<file path="config.mk">
export PLATFORM = sky130hd
export DESIGN_NAME = regfile_scoreboard_flat
export DESIGN_NICKNAME = d
export VERILOG_FILES = /design/src/rtl/regfile_scoreboard_if.sv /design/src/rtl/regfile_scoreboard.sv /design/src/flat_wrapper.sv
export SDC_FILE = /design/constraint.sdc
export NUM_CORES = 2
export LEC_CHECK = 0
export CAP_MARGIN = 20
export CORE_ASPECT_RATIO = 0.75
export CORE_UTILIZATION = 60
export CTS_CLUSTER_SIZE = 12
export DETAILED_ROUTE_END_ITERATION = 8
export GPL_TIMING_DRIVEN = 0
export MAX_ROUTING_LAYER = met4
export PLACE_DENSITY_LB_ADDON = 0.12
export SLEW_MARGIN = 40
export SYNTH_ARGS = -nofsm -noshare
export SYNTH_HDL_FRONTEND = slang
export SYNTH_SLANG_ARGS = --single-unit
export TNS_END_PERCENT = 1
</file>
<file path="constraint.sdc">
create_clock -name clk -period 74.5 [get_ports clk]
set_input_delay 18.625 -clock clk [delete_from_list [all_inputs] [get_ports clk]]
set_output_delay 18.625 -clock clk [all_outputs]
set_load 0.05 [all_outputs]
</file>
<file path="src/rtl/regfile_scoreboard_if.sv">
// Register-file / scoreboard port bundle: operand reads, issue hazard check and writeback.
// master = decode/issue + writeback side, slave = register file.
interface regfile_scoreboard_if #(
  parameter int XLEN = 32
);
  logic [4:0]      rs1_addr;
  logic [4:0]      rs2_addr;
  logic [XLEN-1:0] rs1_data;
  logic [XLEN-1:0] rs2_data;
  logic            issue_valid;
  logic            issue_uses_rs1;
  logic            issue_uses_rs2;
  logic            issue_rd_we;
  logic [4:0]      issue_rd;
  logic            stall;
  logic            wb_valid;
  logic [4:0]      wb_rd;
  logic [XLEN-1:0] wb_data;
  logic [5:0]      outstanding;
  logic            wb_err;

  modport master (
    output rs1_addr, rs2_addr, issue_valid, issue_uses_rs1, issue_uses_rs2,
           issue_rd_we, issue_rd, wb_valid, wb_rd, wb_data,
    input  rs1_data, rs2_data, stall, outstanding, wb_err
  );

  modport slave (
    input  rs1_addr, rs2_addr, issue_valid, issue_uses_rs1, issue_uses_rs2,
           issue_rd_we, issue_rd, wb_valid, wb_rd, wb_data,
    output rs1_data, rs2_data, stall, outstanding, wb_err
  );
endinterface

</file>
<file path="src/rtl/regfile_scoreboard.sv">
// RV32 integer register file with write-through read bypass and a per-register
// busy scoreboard that stalls issue on RAW/WAW hazards against pending writers.
module regfile_scoreboard #(
  parameter int XLEN = 32
) (
  input logic                 clk,
  input logic                 rst,
  regfile_scoreboard_if.slave rf
);

  logic [XLEN-1:0] regs [1:31];
  logic [31:0]     busy_q;
  logic [5:0]      outstanding_q;
  logic            wb_err_q;

  logic            wb_commit;
  logic [31:0]     wb_hit;
  logic [31:0]     busy_eff;
  logic            hazard;
  logic            accept;
  logic [31:0]     set_vec;
  logic [31:0]     busy_nxt;
  logic            set_any;
  logic            clr_any;
  logic            spurious;
  logic [XLEN-1:0] rd1;
  logic [XLEN-1:0] rd2;

  // x0 writebacks are dropped before they reach the scoreboard or the error flag
  assign wb_commit = rf.wb_valid && (rf.wb_rd != 5'd0);
  assign wb_hit    = wb_commit ? (32'd1 << rf.wb_rd) : 32'd0;
  assign busy_eff  = busy_q & ~wb_hit;

  assign hazard = (rf.issue_uses_rs1 && busy_eff[rf.rs1_addr]) ||
                  (rf.issue_uses_rs2 && busy_eff[rf.rs2_addr]) ||
                  (rf.issue_rd_we    && busy_eff[rf.issue_rd]);
  assign accept = rf.issue_valid && !hazard;

  assign set_vec  = (accept && rf.issue_rd_we && (rf.issue_rd != 5'd0)) ?
                    (32'd1 << rf.issue_rd) : 32'd0;
  // Clear before set so a same-cycle re-issue of the written register stays busy
  assign busy_nxt = (busy_q & ~wb_hit) | set_vec;
  assign set_any  = |set_vec;
  assign clr_any  = |(busy_q & wb_hit);
  assign spurious = wb_commit && !busy_q[rf.wb_rd];

  always_comb begin
    rd1 = '0;
    if (rf.rs1_addr != 5'd0)
      rd1 = (wb_commit && (rf.wb_rd == rf.rs1_addr)) ? rf.wb_data : regs[rf.rs1_addr];
  end

  always_comb begin
    rd2 = '0;
    if (rf.rs2_addr != 5'd0)
      rd2 = (wb_commit && (rf.wb_rd == rf.rs2_addr)) ? rf.wb_data : regs[rf.rs2_addr];
  end

  always_ff @(posedge clk or posedge rst) begin
    if (rst) begin
      for (int i = 1; i < 32; i++) regs[i] <= '0;
      busy_q        <= '0;
      outstanding_q <= '0;
      wb_err_q      <= 1'b0;
    end else begin
      if (wb_commit) regs[rf.wb_rd] <= rf.wb_data;
      busy_q        <= busy_nxt;
      outstanding_q <= outstanding_q + {5'd0, set_any} - {5'd0, clr_any};
      if (spurious) wb_err_q <= 1'b1;
    end
  end

  assign rf.rs1_data    = rd1;
  assign rf.rs2_data    = rd2;
  assign rf.stall       = rf.issue_valid && hazard;
  assign rf.outstanding = outstanding_q;
  assign rf.wb_err      = wb_err_q;

endmodule

</file>
<file path="src/flat_wrapper.sv">
// flat-port wrapper written by rule: the top's interface ports become plain ports
module regfile_scoreboard_flat 
#(
  parameter int XLEN = 32
)
  (clk, rst, rf_rs1_addr, rf_rs2_addr, rf_issue_valid, rf_issue_uses_rs1, rf_issue_uses_rs2, rf_issue_rd_we, rf_issue_rd, rf_wb_valid, rf_wb_rd, rf_wb_data, rf_rs1_data, rf_rs2_data, rf_stall, rf_outstanding, rf_wb_err);
  regfile_scoreboard_if #(.XLEN(XLEN)) rf_i ();
  input logic clk;
  input logic rst;
  input wire logic [$bits(rf_i.rs1_addr)-1:0] rf_rs1_addr;
  input wire logic [$bits(rf_i.rs2_addr)-1:0] rf_rs2_addr;
  input wire logic [$bits(rf_i.issue_valid)-1:0] rf_issue_valid;
  input wire logic [$bits(rf_i.issue_uses_rs1)-1:0] rf_issue_uses_rs1;
  input wire logic [$bits(rf_i.issue_uses_rs2)-1:0] rf_issue_uses_rs2;
  input wire logic [$bits(rf_i.issue_rd_we)-1:0] rf_issue_rd_we;
  input wire logic [$bits(rf_i.issue_rd)-1:0] rf_issue_rd;
  input wire logic [$bits(rf_i.wb_valid)-1:0] rf_wb_valid;
  input wire logic [$bits(rf_i.wb_rd)-1:0] rf_wb_rd;
  input wire logic [$bits(rf_i.wb_data)-1:0] rf_wb_data;
  output wire logic [$bits(rf_i.rs1_data)-1:0] rf_rs1_data;
  output wire logic [$bits(rf_i.rs2_data)-1:0] rf_rs2_data;
  output wire logic [$bits(rf_i.stall)-1:0] rf_stall;
  output wire logic [$bits(rf_i.outstanding)-1:0] rf_outstanding;
  output wire logic [$bits(rf_i.wb_err)-1:0] rf_wb_err;
  assign rf_i.rs1_addr = rf_rs1_addr;
  assign rf_i.rs2_addr = rf_rs2_addr;
  assign rf_i.issue_valid = rf_issue_valid;
  assign rf_i.issue_uses_rs1 = rf_issue_uses_rs1;
  assign rf_i.issue_uses_rs2 = rf_issue_uses_rs2;
  assign rf_i.issue_rd_we = rf_issue_rd_we;
  assign rf_i.issue_rd = rf_issue_rd;
  assign rf_i.wb_valid = rf_wb_valid;
  assign rf_i.wb_rd = rf_wb_rd;
  assign rf_i.wb_data = rf_wb_data;
  assign rf_rs1_data = rf_i.rs1_data;
  assign rf_rs2_data = rf_i.rs2_data;
  assign rf_stall = rf_i.stall;
  assign rf_outstanding = rf_i.outstanding;
  assign rf_wb_err = rf_i.wb_err;
  regfile_scoreboard #(.XLEN(XLEN)) u_core (.clk(clk), .rst(rst), .rf(rf_i));
endmodule
</file>
# Yosys cells after proc, flatten, opt, wreduce, memory -nomap -nowiden

Cells that the tools add are included.

Register bits: 1031
Output and inout port bits: 72
Word-level logic and storage cells: 100

Add/sub/neg operators: 2
$lt $le $gt $ge: 8
Equality and inequality tests: 2
Shift-type cells: 2
Mux-type cells: 23
Bitwise operators: 7
Reductions and logical operators: 22

Operators with widths:

| kind                                                      | count |
|---|---|
| bitwise mux 992 bit                                       | 1 |
| 2-to-1 mux 32 bit                                         | 11 |
| binary-select mux 32 bit (select 5 bit)                   | 2 |
| demux 32 bit (select 5 bit)                               | 1 |
| AND 32 bit                                                | 2 |
| OR reduction 32 bit                                       | 2 |
| << shifter 1 x 5 -> 32 bit (first input constant)         | 2 |
| NOT 32 bit                                                | 1 |
| OR 32 bit                                                 | 1 |
| < comparator 5 x 6 -> 1 bit (second input constant)       | 4 |
| binary-select mux 1 bit (select 5 bit)                    | 4 |
| nonzero test 5 bit                                        | 4 |
| greater-or-equal comparator 6 bit (second input constant) | 3 |
| NOT 5 -> 6 bit                                            | 3 |
| logical AND 1 bit                                         | 12 |
| == test 5 bit                                             | 2 |
| adder 6 x 1 -> 6 bit                                      | 1 |
| < comparator 6 x 1 -> 1 bit (second input constant)       | 1 |
| subtractor 6 x 1 -> 6 bit                                 | 1 |
| 2-to-1 mux 1 bit                                          | 4 |
| logical NOT 1 bit                                         | 2 |
| logical OR 1 bit                                          | 2 |

# Logic depth before layout (Yosys ltp)

Depth in word-level cells: 18
Depth in mapped cells: 18
Mapped depth without buffers: 16

# Worst setup path after synthesis

OpenSTA, ideal clock, no wires.

Kind: input to output
From: input rf_rs2_addr[0]
To: output rf_rs2_data[11]
Arrival time: 21363 ps
Data required time: 55875 ps
Path slack: 34512 ps
Stages: 9
Path through: buf_2 buf_2 buf_2 buf_2 clkbuf_1 a221oi_1 a2111oi_0 a21oi_1 o21ai_0

Longest elaborated chain between the ends: 6
Elaborated cells between the ends (all ways): 9

Ends and longest elaborated chain:

| element                                              | RTL line                 | source |
|---|---|---|
| start, declared                                      | flat_wrapper.sv:11       | `input wire logic [$bits(rf_i.rs2_addr)-1:0] rf_rs2_addr;` |
| NOT 5 -> 6 bit (not written as such)                 | regfile_scoreboard.sv:56 | `rd2 = (wb_commit && (rf.wb_rd == rf.rs2_addr)) ? rf.wb_data : regs[rf.rs2_addr];` |
| binary-select mux 32 bit (select 5 bit)              | regfile_scoreboard.sv:56 |  |
| 2-to-1 mux 32 bit (not written as such) (2 in a row) | regfile_scoreboard.sv:56 |  |
| 2-to-1 mux 32 bit                                    | regfile_scoreboard.sv:56 |  |
| 2-to-1 mux 32 bit (*)                                | regfile_scoreboard.sv:55 | `if (rf.rs2_addr != 5'd0)` |
| end, declared                                        | flat_wrapper.sv:21       | `output wire logic [$bits(rf_i.rs2_data)-1:0] rf_rs2_data;` |

Every way passes the cells marked *; elsewhere a longest branch is shown, timed or not. The select of a mux whose other input is x is not followed.

# Worst setup path after layout

From: input rf_rs2_addr[1]
To: output rf_rs2_data[30]

The elaborated chain is that of the path after synthesis.

==> results.json <==
{
  "status": "finished clean",
  "slew_violations": 0,
  "layout.nets": 4653,
  "grt_max_degree": 80,
  "synth_area_um2": 56900,
  "dieArea_um2": 96100,
  "drt_iter0_drc": 7699,
  "synth_area_leaders": "dfrtp_1 45%, mux4_2 22%, mux2_2 16%",
  "vias": 44200,
  "die_h_um": 269,
  "wirelength_um": 227000,
  "worst_slew_pin_slew_ps": 1030,
  "die_width_um": 358,
  "overflow": 0,
  "finalCriticalPeriod_ps": 42860,
  "grt_pass1_vias": 42700,
  "clockBufferDepth": 3,
  "crit_fanout": 10,
  "grt_use_met1_pct": 64.4,
  "fin_skew_ps": 14.6,
  "yosysTopAreaCell": "dfrtp_1",
  "end_kind": "output pin",
  "p_leak_nw": 28.2,
  "cts-root-buf": "clkbuf_16",
  "post-synth-top-area-fraction_pct": 45.3,
  "setup_tns_ps": 0,
  "ys_types": 81,
  "cts_max_level": 3,
  "crit_slowest_cell": "clkdlybuf4s50_1",
  "synth-seq-area-share_pct": 45.3,
  "clk_pin_slew_ps": 60,
  "portBuffers": 121,
  "holdWs_ps": 480,
  "cpMostUsedCell": "clkdlybuf4s50_1",
  "dp_hpwl_um": 154000,
  "crit_chain": "clkdlybuf4s50_1 -> clkinv_1 -> nor2_1 -> clkbuf_2 -> clkbuf_1 -> a221oi_1 -> a2111oi_0 -> a21oi_1 -> o21ai_0 -> clkdlybuf4s50_1",
  "rsz0062_at_grt": "false",
  "synth_common_cells": "1,031 x dfrtp_1, 879 x nand2_1, 804 x mux2_2, 567 x mux4_2, 319 x clkbuf_1",
  "firstDrtPassIters": 6,
  "yosysWarnings": 0,
  "async_reset_ff_share_pct": 100,
  "synth_nets": 4380,
  "slowest_delay_ps": 940,
  "hold_violations": 0,
  "gp_congestion": 1.03,
  "synth_edf_count": 0,
  "clock_sink_count": 1031,
  "path_buf_inv": 5,
  "cts_made_buffers": 104,
  "hold_buffers": 0,
  "areaGrowthSynthToFinish_pct": 13.1,
  "arrival_ps": 24240,
  "synth_most_common_cell": "dfrtp_1",
  "rows": 97,
  "coreArea_um2": 93700,
  "power.density_nw_per_um2": 26.9,
  "syn-instance-count": 4314,
  "fmax_mhz": 23.3,
  "ant_nets": 0,
  "grt_util_met3_pct": 24.7,
  "floorplan.io_pins": 131,
  "fin_cells": 5906,
  "start_kind": "primary input",
  "postCtsSetupBuffers": 0,
  "slew_headroom_pct": 30.9,
  "synth_top_flop_cell": "dfrtp_1",
  "drc": 0,
  "p_total_w": 0.00173,
  "antenna_found_initial": 6,
  "crit_family": "buffers and inverters",
  "clk_latency_ps": 720,
  "setup_viol": 0,
  "grt.met2_usage_pct": 62.8,
  "routedWlPerCell_um": 38.4,
  "hp-class": "reg -> reg",
  "ir_drop_v": 0.0000234,
  "fillers": 6716,
  "place_inst": 5716,
  "drive_gt1_share_pct": 40.0,
  "drv_cap": 0,
  "worst_ep_required_time_ps": 55880,
  "cts_resized": 0,
  "worstSetupPathType": "in -> out",
  "fin_crit_sh_pct": 57.5,
  "grt_pass1_wl_um": 317000,
  "viasPerCell": 7.49,
  "start_util_pct": 60.8,
  "ys_ff_latch": 1031,
  "final_util_pct": 68.7,
  "grt_util_all_layers_pct": 49.5,
  "grt_busiest_layer": "met1",
  "cts_tree": "done",
  "avgSynthCellArea_um2": 13.2
}
==> path summary, 6_finish.rpt <==
| path | slack [ps] | startpoint | to | cells past startpoint |
|---|---|---|---|---|
| setup / recovery | 31640 | rf_rs2_addr[1] | rf_rs2_data[30] | 10 |
| hold / removal | 480 | u_core.rf.wb_err | u_core.rf.wb_err | 1 |
| setup reg to reg | 70820 | u_core.busy_q[14] | u_core.rf.outstanding[4] | 13 |
| hold reg to reg | 480 | u_core.rf.wb_err | u_core.rf.wb_err | 1 |
| max in group asynchronous | 54040 | rst | u_core.regs[155] | 7 |
| min in group asynchronous | 18290 | rst | u_core.regs[615] | 2 |
==> final cells by class <==
class / instances / area (um^2) / share of cell area [%]
clock inverter: 14 / 170 / 0.264
timing repair buffer: 167 / 2260 / 3.52
tap: 1237 / 1550 / 2.40
sequential: 1031 / 25800 / 40.1
clock buffer: 161 / 3090 / 4.80
multi-input combinational: 2825 / 29400 / 45.7
inverter: 22 / 90.1 / 0.140
antenna: 13 / 32.5 / 0.0505
buffer: 436 / 1970 / 3.06
==> report_power, final <==
part	internal, W	switching, W	leakage, nW
combinational	0.000233	0.000218	13.4
clock	0.000290	0.000236	1.59
sequential	0.000669	0.0000881	13.2
total	0.00119	0.000542	28.2
==> cell usage in the layout (no fill, tap or decap), types with 34 or more instances in the layout <==
master / netlist / final
mux2_2: 804 / 804
buf_2: 48 / 103
a22o_1: 41 / 41
clkbuf_2: 0 / 152
buf_16: 0 / 34
nor2_1: 58 / 43
mux4_2: 567 / 567
dfrtp_1: 1031 / 1031
nand2_1: 879 / 878
clkbuf_16: 0 / 107
clkbuf_1: 319 / 203
clkdlybuf4s50_1: 0 / 121
mux2i_1: 70 / 70
o21ai_0: 77 / 77
==> state kept, by name, indices dropped and copies added, names as in the netlist <==
register and count:
u_core.rf.wb_err 1, u_core.regs 992, u_core.rf.outstanding 6, u_core.busy_q 32
==> logic make-up (layout without fill, tap and decap cells) <==
family          Yosys count  in the layout  synth area share, %
mux                    1441           1441                 39.6
buf+inv                 458            800                 3.15
xor+xnor                 18             18                0.277
flops                  1031           1031                 45.3
other cells               0             13                    0
simple gates           1029           1029                 7.31
compound gates          330            330                 4.22
fa+ha+maj                 7              7                0.167
==> through the flow <==
step | worst slack, ps | cell area (um^2)
after floorplan | 26860 | 56900
after global placement | 14400 | 59700
after detailed placement | 32340 | 61000
after CTS | 32340 | 64300
after global routing | 31880 | 64400
final | 31640 | 64400
==> layer usage <==
layer,wire length [um],up-vias
met5,0,-
met4,15000,0
met3,38400,852
met2,90800,3960
met1,82400,22800
li1,-,16600
(Power assumes the default switching activity.)
